==> src/rtl/tariff_billing.sv <==
// Car-wash tariff controller: quotes the selected program price, takes payment or
// applies idle fines, runs the wash, and drives a sign-magnitude BCD display.
module tariff_billing #(
  parameter int unsigned DIGITS     = 3,
  parameter int unsigned MODES      = 4,
  parameter int unsigned TICK_DIV   = 100000000,
  parameter int unsigned QUOTE_SECS = 8,
  parameter int unsigned FINE_CAP   = 5,
  localparam int unsigned MW        = (MODES > 1) ? $clog2(MODES) : 1
) (
  input  logic                          clk,
  input  logic                          rst,
  input  logic                          on,
  input  logic                          confirm,
  input  logic                          done,
  input  logic [4*DIGITS-1:0]           bal,
  input  logic [MW-1:0]                 mode,
  input  logic [MODES*4*DIGITS-1:0]     price,
  input  logic [4*DIGITS-1:0]           fine,
  output logic [4*(DIGITS+1)-1:0]       disp,
  output logic [4*DIGITS-1:0]           acc,
  output logic                          neg,
  output logic [2:0]                    state,
  output logic [QUOTE_SECS-1:0]         wt_light,
  output logic                          buzz_en,
  output logic                          next
);

  localparam int unsigned DW = 4 * DIGITS;
  localparam int unsigned XW = 4 * (DIGITS + 1);
  localparam int unsigned TW = (TICK_DIV > 1) ? $clog2(TICK_DIV) : 1;
  localparam int unsigned CW = $clog2(QUOTE_SECS + 1);
  localparam int unsigned FW = $clog2(FINE_CAP + 1);
  localparam int unsigned RW = (DIGITS > 0) ? $clog2(DIGITS + 1) : 1;
  localparam logic [DW-1:0] NINES = {DIGITS{4'd9}};
  localparam logic [XW-1:0] BLANK = {(DIGITS + 1){4'd11}};

  typedef enum logic [2:0] {
    S_IDLE  = 3'd0,
    S_QUOTE = 3'd1,
    S_PAID  = 3'd2,
    S_FINE  = 3'd3,
    S_RUN   = 3'd4
  } state_t;

  state_t          st, n_st;
  logic [TW-1:0]   tick_cnt, n_tick;
  logic [CW-1:0]   cdown, n_cd;
  logic [FW-1:0]   fine_cnt, n_fc;
  logic [RW-1:0]   rot, n_rot;
  logic            phase, n_ph;
  logic [DW-1:0]   n_acc;
  logic            n_neg, n_next, n_buzz;
  logic [XW-1:0]   n_disp;
  logic [QUOTE_SECS-1:0] n_wt;
  logic            tick;
  logic [DW-1:0]   sel_price;

  // Saturating BCD magnitude sum
  function automatic logic [DW-1:0] bcd_add(input logic [DW-1:0] a, input logic [DW-1:0] b);
    logic [DW-1:0] r;
    logic          c;
    logic [4:0]    s;
    r = '0;
    c = 1'b0;
    for (int i = 0; i < int'(DIGITS); i++) begin
      s = {1'b0, a[4*i +: 4]} + {1'b0, b[4*i +: 4]} + {4'd0, c};
      c = (s > 5'd9);
      if (c) s = s - 5'd10;
      r[4*i +: 4] = s[3:0];
    end
    return c ? NINES : r;
  endfunction

  // BCD difference, caller guarantees a >= b
  function automatic logic [DW-1:0] bcd_diff(input logic [DW-1:0] a, input logic [DW-1:0] b);
    logic [DW-1:0] r;
    logic          bw;
    logic [4:0]    s;
    r  = '0;
    bw = 1'b0;
    for (int i = 0; i < int'(DIGITS); i++) begin
      s  = {1'b0, a[4*i +: 4]} - {1'b0, b[4*i +: 4]} - {4'd0, bw};
      bw = s[4];
      if (bw) s = s + 5'd10;
      r[4*i +: 4] = s[3:0];
    end
    return r;
  endfunction

  // Signed-magnitude (n, m) minus non-negative x; returns {neg, magnitude}
  function automatic logic [DW:0] sub_sm(input logic n, input logic [DW-1:0] m,
                                         input logic [DW-1:0] x);
    logic [DW-1:0] r;
    logic          sign;
    if (n) begin
      r    = bcd_add(m, x);
      sign = 1'b1;
    end else if (m >= x) begin
      r    = bcd_diff(m, x);
      sign = 1'b0;
    end else begin
      r    = bcd_diff(x, m);
      sign = 1'b1;
    end
    return {sign && (r != '0), r};
  endfunction

  assign sel_price = price[DW*int'(mode) +: DW];
  assign tick      = (tick_cnt == TW'(TICK_DIV - 1));
  assign state     = st;

  // Next-state and next-output logic
  always_comb begin
    n_st   = st;
    n_tick = tick_cnt;
    n_cd   = cdown;
    n_fc   = fine_cnt;
    n_rot  = rot;
    n_ph   = phase;
    n_acc  = acc;
    n_neg  = neg;
    n_next = 1'b0;

    case (st)
      S_IDLE: begin
        n_st   = S_QUOTE;
        n_tick = '0;
        n_cd   = CW'(QUOTE_SECS);
        n_fc   = '0;
        n_ph   = 1'b0;
      end
      S_QUOTE: begin
        n_tick = tick ? '0 : tick_cnt + TW'(1);
        if (confirm) begin
          {n_neg, n_acc} = sub_sm(1'b0, bal, sel_price);
          n_st   = S_PAID;
          n_tick = '0;
        end else if (tick) begin
          n_ph = ~phase;
          n_cd = cdown - CW'(1);
          if (cdown <= CW'(1)) begin
            {n_neg, n_acc} = sub_sm(1'b0, bal, fine);
            n_fc = FW'(1);
            n_st = S_FINE;
          end
        end
      end
      S_FINE: begin
        n_tick = tick ? '0 : tick_cnt + TW'(1);
        if (confirm) begin
          {n_neg, n_acc} = sub_sm(neg, acc, sel_price);
          n_st   = S_PAID;
          n_tick = '0;
        end else if (tick && fine_cnt < FW'(FINE_CAP)) begin
          {n_neg, n_acc} = sub_sm(neg, acc, fine);
          n_fc = fine_cnt + FW'(1);
        end
      end
      S_PAID: begin
        if (done) begin
          n_st   = S_RUN;
          n_rot  = '0;
          n_tick = '0;
        end
      end
      S_RUN: begin
        n_tick = tick ? '0 : tick_cnt + TW'(1);
        if (done) begin
          n_next = 1'b1;
          n_st   = S_IDLE;
          n_tick = '0;
        end else if (tick) begin
          n_rot = (rot == RW'(DIGITS)) ? '0 : rot + RW'(1);
        end
      end
      default: n_st = S_IDLE;
    endcase

    // Power-off dominates everything but keeps the last balance
    if (!on) begin
      n_st   = S_IDLE;
      n_tick = '0;
      n_cd   = '0;
      n_fc   = '0;
      n_rot  = '0;
      n_ph   = 1'b0;
      n_acc  = acc;
      n_neg  = neg;
      n_next = 1'b0;
    end

    n_disp = BLANK;
    case (n_st)
      S_QUOTE:        n_disp = n_ph ? {4'd10, sel_price} : {4'd11, bal};
      S_PAID, S_FINE: n_disp = {(n_neg ? 4'd10 : 4'd11), n_acc};
      S_RUN:          n_disp[4*(int'(DIGITS) - int'(n_rot)) +: 4] = 4'd8;
      default:        n_disp = BLANK;
    endcase

    n_wt = '1;
    if (n_st == S_QUOTE || n_st == S_FINE) begin
      for (int i = 0; i < int'(QUOTE_SECS); i++) n_wt[i] = (CW'(i) < n_cd);
    end

    n_buzz = (n_st == S_QUOTE) || (n_st == S_FINE);
  end

  always_ff @(posedge clk or posedge rst) begin
    if (rst) begin
      st       <= S_IDLE;
      tick_cnt <= '0;
      cdown    <= '0;
      fine_cnt <= '0;
      rot      <= '0;
      phase    <= 1'b0;
      acc      <= '0;
      neg      <= 1'b0;
      disp     <= BLANK;
      wt_light <= '1;
      buzz_en  <= 1'b0;
      next     <= 1'b0;
    end else begin
      st       <= n_st;
      tick_cnt <= n_tick;
      cdown    <= n_cd;
      fine_cnt <= n_fc;
      rot      <= n_rot;
      phase    <= n_ph;
      acc      <= n_acc;
      neg      <= n_neg;
      disp     <= n_disp;
      wt_light <= n_wt;
      buzz_en  <= n_buzz;
      next     <= n_next;
    end
  end

endmodule
==> config.mk <==
export PLATFORM = sky130hd
export DESIGN_NAME = tariff_billing
export DESIGN_NICKNAME = d
export VERILOG_FILES = /design/src/rtl/tariff_billing.sv
export SDC_FILE = /design/constraint.sdc
export NUM_CORES = 1
export LEC_CHECK = 0
export BUFFER_PORTS_ARGS = -buffer_cell sky130_fd_sc_hd__buf_2
export CAP_MARGIN = 20
export CORE_MARGIN = 3
export CORE_UTILIZATION = 39
export DETAILED_ROUTE_END_ITERATION = 7
export PLACE_DENSITY = 0.62
export RECOVER_POWER = 100
export SYNTH_ARGS = -nofsm -noshare
export SYNTH_HDL_FRONTEND = slang
export SYNTH_SLANG_ARGS = --single-unit
==> constraint.sdc <==
create_clock -name clk -period 9.3 [get_ports clk]
set_input_delay 2.325 -clock clk [delete_from_list [all_inputs] [get_ports clk]]
set_output_delay 2.325 -clock clk [all_outputs]
set_load 0.02 [all_outputs]
== Yosys cells after proc, flatten, opt, wreduce, memory -nomap -nowiden ==
Cells that the tools add are included.

* Register bits after elaboration: 79
* Bits in latches: 0
* Memory bits (writable): 0
* Bits in read-only memories: 0
* Input port bits: 79
* Output and inout bits: 42
* Logic and storage cells: 277
* Memories: 0

* $add $sub $neg: 84
* $mul: 1
* Div/mod/pow operators: 0
* $lt $le $gt $ge: 20
* Equality and inequality tests: 18
* Shift-type cells: 3
* Multiplexer cells: 120
* Bitwise operators: 4
* Reductions and logical operators: 15

{| class="wikitable"
|+ Operator list
! kind !! count
|-
| 12-bit 2-to-1 mux || 25
|-
| 27-bit 2-to-1 mux || 5
|-
| 4-bit 2-to-1 mux || 31
|-
| 4-bit by 4-bit subtractor with 5-bit output || 24
|-
| 27-bit case mux with 4 select lines || 1
|-
| 4-bit adder (second input constant) || 24
|-
| 5-bit by 1-bit subtractor with 5-bit output || 16
|-
| 12-bit greater-or-equal comparator || 4
|-
| 16-bit case mux with 3 select lines || 1
|-
| 12-bit nonzero test || 4
|-
| 48-bit by 7-bit indexed part select with 12-bit output || 1
|-
| 3-bit 2-to-1 mux || 13
|-
| 5-bit negation with 33-bit output || 1
|-
| 4-bit by 33-bit variable shift with 16-bit output (first input constant) || 1
|-
| 4-bit by 33-bit indexed part select with 16-bit output (first input constant) || 1
|-
| 4-bit by 4-bit adder with 5-bit output || 6
|-
| 5-bit by 4-bit > comparator with 1-bit output (second input constant) || 6
|-
| 1-bit 2-to-1 mux || 30
|-
| 27-bit by 1-bit adder with 27-bit output (second input constant) || 1
|-
| 27-bit == test (second input constant) || 1
|-
| 12-bit case mux with 2 select lines || 1
|-
| 5-bit by 1-bit adder with 5-bit output || 4
|-
| 3-bit inequality test (second input constant) || 6
|-
| 3-bit by 4-bit less-than comparator with 1-bit output (first input constant) || 4
|-
| other kinds (34) || 54
|}

== Depth between registers and ports, before layout ==
* Depth in word-level cells: 19
* Gate-level depth with buffers: 31
* Gate-level depth less buffers: 30

== Worst setup path after synthesis ==
Ideal clock, no wire load.

* Path kind: in2reg
* From: input port mode[0]
* To: register disp[12]
* Setup time: 0.062 ns
* Data arrival time: 9.033 ns
* Required time: 9.238 ns
* Slack: 0.204 ns
* Stages on the path: 29
* Path buffers: 1
* Cells stage by stage: buf_1 > mux4_2 > inv_1 > fa_1 > a21o_1 > a21oi_1 > inv_1 > fa_1 > fa_1 > nand2b_1 > a22o_1 > nor2_1 > inv_1 > fa_1 > inv_1 > ha_1 > or2_2 > fa_1 > xor2_1 > ha_1 > nand2_1 > a21oi_1 > a211oi_1 > a2111oi_0 > a311oi_1 > and3b_1 > nand4_1 > o211ai_1 > a32o_1

* Word-level cells in the longest chain between the ends: 19
* Elaborated cells between the ends (all ways): 85
* Classes of those cells: 39 x add/sub; 1 x mul; 5 x order compare; 1 x shift; 35 x mux; 4 x reduce/logical

{| class="wikitable"
|+ RTL lines
! what !! line !! text
|-
| start: declaration || 17 || <nowiki>input logic [MW-1:0] mode,</nowiki>
|-
| 2-bit by 2-bit multiplier with 4-bit output * || 109 || <nowiki>assign sel_price = price[DW*int'(mode) +: DW];</nowiki>
|-
| 48-bit by 7-bit indexed part select with 12-bit output * || 109 ||
|-
| 4-bit by 4-bit adder with 5-bit output || 67 || <nowiki>s = {1'b0, a[4*i +: 4]} + {1'b0, b[4*i +: 4]} + {4'd0, c};</nowiki>
|-
| 5-bit by 4-bit > comparator with 1-bit output || 68 || <nowiki>c = (s > 5'd9);</nowiki>
|-
| 5-bit by 1-bit adder with 5-bit output || 67 ||
|-
| 5-bit by 4-bit > comparator with 1-bit output || 68 ||
|-
| 5-bit by 1-bit adder with 5-bit output || 67 ||
|-
| 5-bit by 4-bit > comparator with 1-bit output || 68 ||
|-
| (+4 left out) || -- ||
|-
| 12-bit nonzero test || 106 || <nowiki>return {sign && (r != '0), r};</nowiki>
|-
| 1-bit logical AND || 106 ||
|-
| 1-bit 2-to-1 mux || 151 || <nowiki>if (confirm) begin</nowiki>
|-
| 1-bit case mux with 2 select lines * || 125 || <nowiki>case (st)</nowiki>
|-
| 1-bit 2-to-1 mux * || 181 || <nowiki>if (!on) begin</nowiki>
|-
| 1-bit 2-to-1 mux * || 196 || <nowiki>S_PAID, S_FINE: n_disp = {(n_neg ? 4'd10 : 4'd11), n_acc};</nowiki>
|-
| 16-bit case mux with 3 select lines * || 194 || <nowiki>case (n_st)</nowiki>
|-
| via n_disp[12] || 54 || <nowiki>logic [XW-1:0] n_disp;</nowiki>
|-
| end signal: assignment || 232 || <nowiki>disp <= n_disp;</nowiki>
|-
| end: declaration || 20 || <nowiki>output logic [4*(DIGITS+1)-1:0] disp,</nowiki>
|}

The timed path passes the listed nets; every way through them passes the cells marked *. The select of a mux whose other input is x is not followed.
A chain may end at the register's enable or synchronous reset.

== Worst setup path after layout ==
Same ends and word-level chain as after synthesis.

==> results.ini <==
[floorplanning]
initial_core_util=0.400
die-area_mm2=0.0392
row_count=69
die_x_um=198
ios=121
fp.coreArea_mm2=0.0359
die_y_um=198

[power_and_ir_drop]
power_mw=4.28
internal-power_mw=2.02
clkPwrFrac=0.085
cellPowerDensity_mw_per_mm2=271
p_sw_frac=0.528
combPwrFrac=0.814
p_sw_mw=2.26
ir_drop_v=0.000154
pwr-share-seq=0.101
leakage_nw=7.07

[timing]
setup_viol=0
fin_crit_sh=0.952
tightest_slew_ns=2.77
fmax_mhz=113
skew_ns=0.0116
finalMaxSlewViolations=106
setup_slack_ns=0.450
rsz0062_at_grt=false
relSlewSlack=-0.846
holdWs_ns=0.517
min_period_ns=8.85
finalHoldViolations=0

[clock_network]
cts_made_buffers=9
clockBufferDepth=2
clkTransAtPathRegs_ns=0.07
clock-sinks=77
cts_tree=built
insertion_delay_ns=0.35
cts_htree_levels=3
cts-root-buf=clkbuf_16

[global_route]
grt_overflow=0
grt_pass1_wl_mm=75.1
track_usage=0.244
antenna_found_initial=0
grt_max_degree=78
grt_pass1_vias=13300

[worst_setup_path]
cpMaxStageDelayCell=fa_1
critPathMaxFanout=5
cp_data_required_time_ns=9.59
max_stage_delay_ns=0.52
r2r_slack_ns=1.67
start_kind=input pin
cp.arrival_ns=9.14
worstSetupPathType=in -> reg
endpoint_kind=flop
crit_top_cell=fa_1

[synth]
synth_area_leaders=ha_1 (18%), dfrtp_1 (10%), fa_1 (7.0%)
synth_compound_area_frac=0.230
yosys.area.top_type_share=0.178
synthSimpleGateAreaFrac=0.193
syn_area_mm2=0.0144
yosys.area_share.xor_xnor=0.0810
muxShareOfSynthArea=0.0458
yosys_warnings=0
synthArstFlopShare=1.00
synth-main-ff-cell=dfrtp_1
synthAdderAreaFrac=0.248
synth_top_family_by_area=adder cells
syn_area_per_cell_um2=8.15
seq_area_frac_synth=0.136
yosysUniqueCellTypes=95
synth.most_common_cell=ha_1
synth-seq-cells=77
synth_top_area_cell=ha_1
syn_nets=2097
synthTopCellsByCount=ha_1 (205), inv_1 (169), nand2_1 (121), o21ai_0 (110), a21oi_1 (109)
synth_edf_count=0
synthCells=1763

[placed_design]
pre_cts_ws_ns=-0.0606
port-buffer-count=118
place_hpwl_mm=39.4
placed_cells=2301
place_congestion=0.991

[route]
drc_errors=0
first_iter_violations=1198
dr.pass1.iters=6
wl_mm=48.7
wl_met1_mm=21.8
wl_per_cell_um=21.0
wl_met2_mm=20.9
antenna_left=0
top_layer=met4
routed-wl-met3_mm=3.92
vias=13800
detail_route.vias_per_cell=5.95

[flow_run]
maxCapViolCount=3

[outcome]
status=finished, violations left
violations=max-capacitance violations, max-slew violations

[worst_hold_path]
hp-class=reg -> reg

[finish]
nets=2189
area_delta_synth_final_pct=9.79
insertedDiodeCount=0
drive_above_1_share=0.111
instances_no_fill=2321

-- sequential cells by signal, summed over array words and instances, names as in the netlist --
| name | count |
|---|---|
| tick_cnt | 27 |
| disp | 14 |
| acc | 12 |
| wt_light | 8 |
| cdown | 4 |
| fine_cnt | 3 |
| state | 3 |
| rot | 2 |
| buzz_en | 1 |
| neg | 1 |
| next | 1 |
| phase | 1 |
-- per-stage QoR --
stage               setup TNS [ns]   util  instance area, µm²
detailed placement          -0.106  0.431               15500
finish                           0  0.439               15800
global placement                 0  0.431               15500
global route                     0  0.439               15800
floorplan                        0      -               14400
CTS                              0  0.440               15800
-- layout by cell type, fill, tap and decap left out, drive strengths merged, types with 8 or more instances in the layout --
cell type	count
nand3	38
dfrtp	58
nor4	14
xor2	50
nor2	102
o22ai	10
inv	170
a21oi	110
a311oi	8
and3	13
nand2	121
nor3b	12
a211o	13
nor2b	24
nand4	24
nand3b	22
a21o	24
mux2i	32
xnor2	57
dfstp	19
a31oi	23
nand2b	36
a2111oi	9
or2	11
xnor3	9
o211ai	29
o21a	13
or3	12
nor3	43
buf	110
o31ai	17
and2	20
ha	205
a21boi	8
o21ai	118
fa	50
a211oi	26
clkbuf	56
mux4	12
-- cell type report --
| class | count | area, µm² |
|---|---|---|
| Sequential cell | 77 | 1950 |
| Tap cell | 461 | 577 |
| Inverter | 171 | 643 |
| Timing Repair Buffer | 156 | 805 |
| Fill cell | 3645 | 20100 |
| Multi-Input combinational cell | 1440 | 11500 |
| Clock inverter | 6 | 70.1 |
| Clock buffer | 10 | 229 |
-- routing by layer --
| metal | vias up | GRT usage |
|---|---|---|
| li1 | 6545 | - |
| met1 | 6563 | 0.336 |
| met2 | 582 | 0.381 |
| met3 | 124 | 0.0480 |
| met4 | 0 | 0.0889 |
| met5 | - | 0 |
-- worst max-delay path, delay by kind of cell --
family,cells,cell delay [ns]
AOI/OAI and AO/OA,9,2.13
xor gates and xnor gates,1,0.15
and+or+nand+nor,5,1.10
buffers and inverters,5,0.47
muxes,1,0.39
adders and majority gates,7,2.55
-- kinds of logic after synthesis --
group / Yosys count
XOR/XNOR: 117
multiplexers: 50
buffers and inverters: 246
AND/OR/NAND/NOR: 520
flip-flops: 77
other: 2
adder cells (fa/ha/maj): 255
AO/OA/AOI/OAI: 496
-- power by group through the flow --
stage                     clock network [mW]  registers [mW]  logic, mW
after global placement                     0           0.438       3.31
after detailed placement                   0           0.439       3.37
after floorplan                            0           0.467       2.42
after CTS                              0.369           0.433       3.39
final                                  0.363           0.434       3.48
after global routing                   0.381           0.438       3.83
-- final timing paths --
| path | end | from | depth (start not counted) |
|---|---|---|---|
| worst max register to register | disp[12]$_DFF_PP1_ | acc[1]$_DFF_PP0_ | 25 |
| min in group asynchronous | tick_cnt[0]$_DFFE_PP0P_ | rst | 3 |
| worst max-delay path | disp[12]$_DFF_PP1_ | mode[0] | 28 |
| max in group asynchronous | fine_cnt[2]$_DFFE_PP0P_ | rst | 4 |
| worst min-delay path | tick_cnt[13]$_DFFE_PP0P_ | tick_cnt[13]$_DFFE_PP0P_ | 1 |
| worst min register to register | tick_cnt[13]$_DFFE_PP0P_ | tick_cnt[13]$_DFFE_PP0P_ | 1 |
-- what timing repair did --
item                       CTS  global route
resized for setup            0            12
setup buffers                0             2
hold buffers                 0             0
setup endpoints to repair    0            10
Power figures use the tool's default switching activity.
